### src/rtl/mem_pkg.sv
`default_nettype none
// =====================================================================
// mem_pkg: store size encodings and per-store lane payload type. Rev 1.0
// =====================================================================
package mem_pkg;

    localparam logic [1:0] SIZE_W   = 2'b00;
    localparam logic [1:0] SIZE_H   = 2'b01;
    localparam logic [1:0] SIZE_B   = 2'b10;
    localparam logic [1:0] SIZE_RSV = 2'b11;

    // Lane payload of a queued store; the address is added by the queue
    // so that its width can follow the AW parameter.
    typedef struct packed {
        logic [31:0] wdata;
        logic [3:0]  be;
        logic        err;
    } store_lane_t;

endpackage : mem_pkg
`default_nettype wire

### src/rtl/store_lane_pack.sv
`default_nettype none
// =====================================================================
// store_lane_pack: narrows register data to byte/half/word lanes. Rev 1.0
// =====================================================================
module store_lane_pack
    import mem_pkg::*;
(
    input  logic [1:0]  addr_lo,
    input  logic [31:0] data,
    input  logic [1:0]  size,
    output logic [31:0] wdata,
    output logic [3:0]  be,
    output logic        err
);

    always_comb begin
        wdata = 32'h0;
        be    = 4'b0000;
        err   = 1'b0;
        case (size)
            SIZE_B: begin
                wdata = {4{data[7:0]}};
                be    = 4'b0001 << addr_lo;
            end
            SIZE_H: begin
                if (!addr_lo[0]) begin
                    wdata = {2{data[15:0]}};
                    be    = addr_lo[1] ? 4'b1100 : 4'b0011;
                end else begin
                    err = 1'b1;
                end
            end
            SIZE_W: begin
                if (addr_lo == 2'b00) begin
                    wdata = data;
                    be    = 4'b1111;
                end else begin
                    err = 1'b1;
                end
            end
            default: err = 1'b1;
        endcase
    end

endmodule : store_lane_pack
`default_nettype wire

### src/rtl/store_queue.sv
`default_nettype none
// =====================================================================
// store_queue: packs stores into lanes and buffers them for memory. Rev 1.0
// =====================================================================
module store_queue
    import mem_pkg::*;
#(
    parameter int DEPTH = 2,
    parameter int AW    = 32
) (
    input  logic                       clk,
    input  logic                       reset,
    input  logic                       in_valid,
    output logic                       in_ready,
    input  logic [AW-1:0]              in_addr,
    input  logic [31:0]                in_data,
    input  logic [1:0]                 in_size,
    output logic                       out_valid,
    input  logic                       out_ready,
    output logic [AW-1:0]              out_addr,
    output logic [31:0]                out_wdata,
    output logic [3:0]                 out_be,
    output logic                       out_err,
    output logic [$clog2(DEPTH):0]     count
);

    localparam int PW = $clog2(DEPTH);
    localparam int CW = PW + 1;
    localparam logic [CW-1:0] C_DEPTH = CW'(DEPTH);

    typedef struct packed {
        logic [AW-1:0] addr;
        store_lane_t   lane;
    } entry_t;

    entry_t        r_mem [DEPTH];
    logic [PW-1:0] r_wptr;
    logic [PW-1:0] r_rptr;
    logic [CW-1:0] r_count;

    logic [31:0] w_wdata;
    logic [3:0]  w_be;
    logic        w_err;
    logic        w_push;
    logic        w_pop;
    entry_t      w_new;
    entry_t      w_head;

    store_lane_pack u_pack (
        .addr_lo (in_addr[1:0]),
        .data    (in_data),
        .size    (in_size),
        .wdata   (w_wdata),
        .be      (w_be),
        .err     (w_err)
    );

    assign in_ready  = (r_count < C_DEPTH);
    assign out_valid = (r_count != '0);
    assign w_push    = in_valid && in_ready;
    assign w_pop     = out_valid && out_ready;

    assign w_new.addr       = {in_addr[AW-1:2], 2'b00};
    assign w_new.lane.wdata = w_wdata;
    assign w_new.lane.be    = w_be;
    assign w_new.lane.err   = w_err;

    always_ff @(posedge clk) begin
        if (!reset) begin
            r_wptr  <= '0;
            r_rptr  <= '0;
            r_count <= '0;
            // Storage is cleared so the head outputs read zero out of reset.
            for (int i = 0; i < DEPTH; i++) begin
                r_mem[i] <= '0;
            end
        end else begin
            if (w_push) begin
                r_mem[r_wptr] <= w_new;
                r_wptr        <= r_wptr + PW'(1);
            end
            if (w_pop) begin
                r_rptr <= r_rptr + PW'(1);
            end
            case ({w_push, w_pop})
                2'b10:   r_count <= r_count + CW'(1);
                2'b01:   r_count <= r_count - CW'(1);
                default: r_count <= r_count;
            endcase
        end
    end

    assign w_head    = r_mem[r_rptr];
    assign out_addr  = w_head.addr;
    assign out_wdata = w_head.lane.wdata;
    assign out_be    = w_head.lane.be;
    assign out_err   = w_head.lane.err;
    assign count     = r_count;

endmodule : store_queue
`default_nettype wire

### config.mk
export PLATFORM = sky130hd
export DESIGN_NAME = store_queue
export DESIGN_NICKNAME = d
export VERILOG_FILES = /design/src/rtl/mem_pkg.sv /design/src/rtl/store_lane_pack.sv /design/src/rtl/store_queue.sv
export SDC_FILE = /design/constraint.sdc
export NUM_CORES = 1
export LEC_CHECK = 0
export BUFFER_PORTS_ARGS = -buffer_cell sky130_fd_sc_hd__buf_2
export CORE_MARGIN = 2
export CORE_UTILIZATION = 35
export CTS_BUF_LIST = sky130_fd_sc_hd__clkbuf_8
export DETAILED_ROUTE_END_ITERATION = 7
export HOLD_SLACK_MARGIN = 0.02
export PLACE_DENSITY_LB_ADDON = 0.3
export SLEW_MARGIN = 15
export SYNTH_ARGS = -nofsm -noshare
export SYNTH_HDL_FRONTEND = slang
export SYNTH_HIERARCHICAL = 1
export SYNTH_SLANG_ARGS = --single-unit
### constraint.sdc
create_clock -name clk -period 7.29 [get_ports clk]
set_input_delay 1.8225 -clock clk [delete_from_list [all_inputs] [get_ports clk]]
set_output_delay 1.8225 -clock clk [all_outputs]
set_load 0.1 [all_outputs]
==> results.cfg <==
[logic_synthesis]
syn-instance-count = 537
yosysSeqAreaShare_pct = 61.9
ys_ff_latch = 139
yosysUniqueCellTypes = 38
yosysTopAreaCellShare_pct = 60.4
synth_area_mm2 = 0.00666
yosys_warnings = 6
yosys-top-cells-area = edfxtp_1 (60%), mux2_2 (11%), nor2_1 (7.6%)
yosys.area.top_type = edfxtp_1
syn_avg_cell_area_um2 = 12.4

[clocking]
root_buffer = clkbuf_8
clk_path_buf_depth = 2
cts.htree.levels = 4
numCtsBuffers = 17
clkTransAtPathRegs_ns = 0.08
hold_buffers = 0
cts_tree = yes
clock-sinks = 139
cts_setup_buffers = 0
cts.repair.resized = 0
clkLatencyLatePin_ns = 0.44

[floorplan]
start_util_pct = 35.6
dieArea_mm2 = 0.0202
core_area_mm2 = 0.0187
io_pins = 143
rows = 50
fp.dieH_um = 142
die_w_um = 142

[global_route]
grt_overflow_total = 0
grt_pass1_wl_um = 24800
grt_pass1_vias = 4663
grt_usage_pct = 16.2
antenna_found_initial = 1
grt_max_degree = 69

[cells_and_area]
fin_area_mm2 = 0.00782
fin_cells = 909
area_growth_pct = 17.3
drive_gt1_share_pct = 40.2
fin_nets = 732

[power]
power.share.switching_pct = 51.4
pwr-share-comb_pct = 49.1
p_leak_nw = 3.25
switchingPower_mw = 1.70
power.share.clock_pct = 18.5
ir_worst_vdd_mv = 0.220
power_frac_seq_pct = 32.5
power_density_mw_per_mm2 = 424
p_int_mw = 1.61

[placed_design]
portBuffers = 140
dp_hpwl_um = 9910
gp_congestion = 0.774
post-place-ws_ns = 3.28
dp_cells = 876
placed_area_mm2 = 0.00743

[critical_path]
arrival_ns = 2.59
required_ns = 5.47
startpoint_type = flop
crit_path_end_kind = output port
critical_path.max_fanout = 40
reg2reg_depth = 5
critPathKind = flop to output port

[routing]
drtIter0Drc = 201
drcViolationCount = 0
final_antenna_net_count = 0
wl_per_cell_um = 17.8
vias = 4561
routed_wl_um = 16200
viasPerCell = 5.02
first_pass_iters = 5

[sta]
rsz0062_at_grt = false
finalHoldViolCount = 0
setup-tns-final_ns = 0
max_freq_mhz = 227
whs_ns = 0.499
relSlewSlack_pct = 32.7
fin_crit_sh_pct = 60.5
finalSetupViolCount = 0
worstMarginPinSlew_ns = 1.01
slew_viol_final = 0
skew_ns = 0.00977
fin_crit_ns = 4.41
fin_ws_ns = 2.88

[outcome]
run_status = completed

[min_path]
hp-class = flop to flop
hold_depth = 2

[flow_run]
cap_violations = 0
-- through the flow --
stage	total power, mW	util, %
global route	3.45	41.8
floorplan	2.51	-
global placement	2.73	39.7
detailed placement	2.74	39.7
finish	3.32	41.8
CTS	3.35	41.8
-- final cells by class --
| class | instances | area, µm² |
|---|---|---|
| flip-flops and latches | 139 | 4130 |
| clock inverters | 15 | 150 |
| fillers | 1800 | 10900 |
| repair buffers | 145 | 738 |
| well taps | 234 | 293 |
| clock buffers | 17 | 234 |
| multi-input cells | 356 | 2270 |
| diodes | 1 | 2.50 |
| inverters | 2 | 7.51 |
-- cells in the mapped netlist, drive strengths merged --
cell    instances
a211o           8
a211oi          2
a21boi          2
a21oi           1
a221o           8
a31o            8
and2            2
and3b           8
and4b           1
buf            34
clkbuf          7
conb            1
dfxtp           5
edfxtp        134
ha              1
inv             2
mux2           68
nand2          70
nand2b          2
nand3b          1
nor2          135
nor2b           2
nor3b          10
nor4            1
nor4bb          9
o21a            1
o21ai           2
o21ba           1
or2             5
or3             2
xnor2           4
-- routing by layer --
| layer | up-vias | GRT usage (%) | routed length (µm) |
|---|---|---|---|
| li1 | 2155 | - | - |
| met1 | 2241 | 20.3 | 7300 |
| met2 | 152 | 27.2 | 7900 |
| met3 | 11 | 4.78 | 911 |
| met4 | 2 | 4.84 | 87 |
| met5 | - | 0 | 13 |
-- placed cells by master (no fill, tap or decap), drive strengths merged, types with 4 or more instances in the layout --
| cell | Yosys | routed |
|---|---|---|
| or2 | 5 | 5 |
| xnor2 | 4 | 4 |
| a31o | 8 | 8 |
| buf | 34 | 145 |
| nor4bb | 9 | 9 |
| inv | 2 | 5 |
| a211o | 8 | 8 |
| clkinv | 0 | 8 |
| edfxtp | 134 | 134 |
| clkbuf | 7 | 17 |
| dfxtp | 5 | 5 |
| and3b | 8 | 8 |
| mux2 | 68 | 68 |
| nand2 | 70 | 70 |
| a221o | 8 | 8 |
| nor3b | 10 | 10 |
| nor2 | 135 | 135 |
-- worst paths after layout --
check	slack (ns)	start	end
min reg2reg	0.50	r_wptr$_SDFFE_PN0P_	r_wptr$_SDFFE_PN0P_
min	0.50	r_wptr$_SDFFE_PN0P_	r_wptr$_SDFFE_PN0P_
max reg2reg	5.00	count[1]$_SDFFE_PN0P_	r_mem[1][38]$_SDFFCE_PN0P_
max	2.88	flop	out_err
-- power groups by stage --
stage	clock [mW]	combinational (mW)	sequential (mW)
after floorplan	0	1.40	1.11
after global placement	0	1.63	1.09
after detailed placement	0	1.64	1.10
after CTS	0.631	1.64	1.08
after global routing	0.662	1.69	1.09
final	0.612	1.63	1.08
-- flip-flops by register name, summed over array words and instances, names as in the netlist, named ones only --
| register | flops |
|---|---|
| r_rptr | 1 |
| r_mem | 134 |
| count | 2 |
| r_wptr | 1 |
-- logic make-up after synthesis --
group	after synthesis	synth area share, %
and+or+nand+nor	248	17.0
xor gates and xnor gates	4	0.526
DFF	139	61.9
AOI/OAI and AO/OA	33	4.37
adders and majority gates	1	0.188
other	1	0.0563
buffers and inverters	43	4.45
muxes	68	11.5
-- critical path, stage by stage (launching register included) --
cell	delay, ns
dfxtp_2	0.81
buf_4	0.60
mux2_2	0.43
buf_2	0.30
No activity file was read; power rests on OpenSTA's default activity.
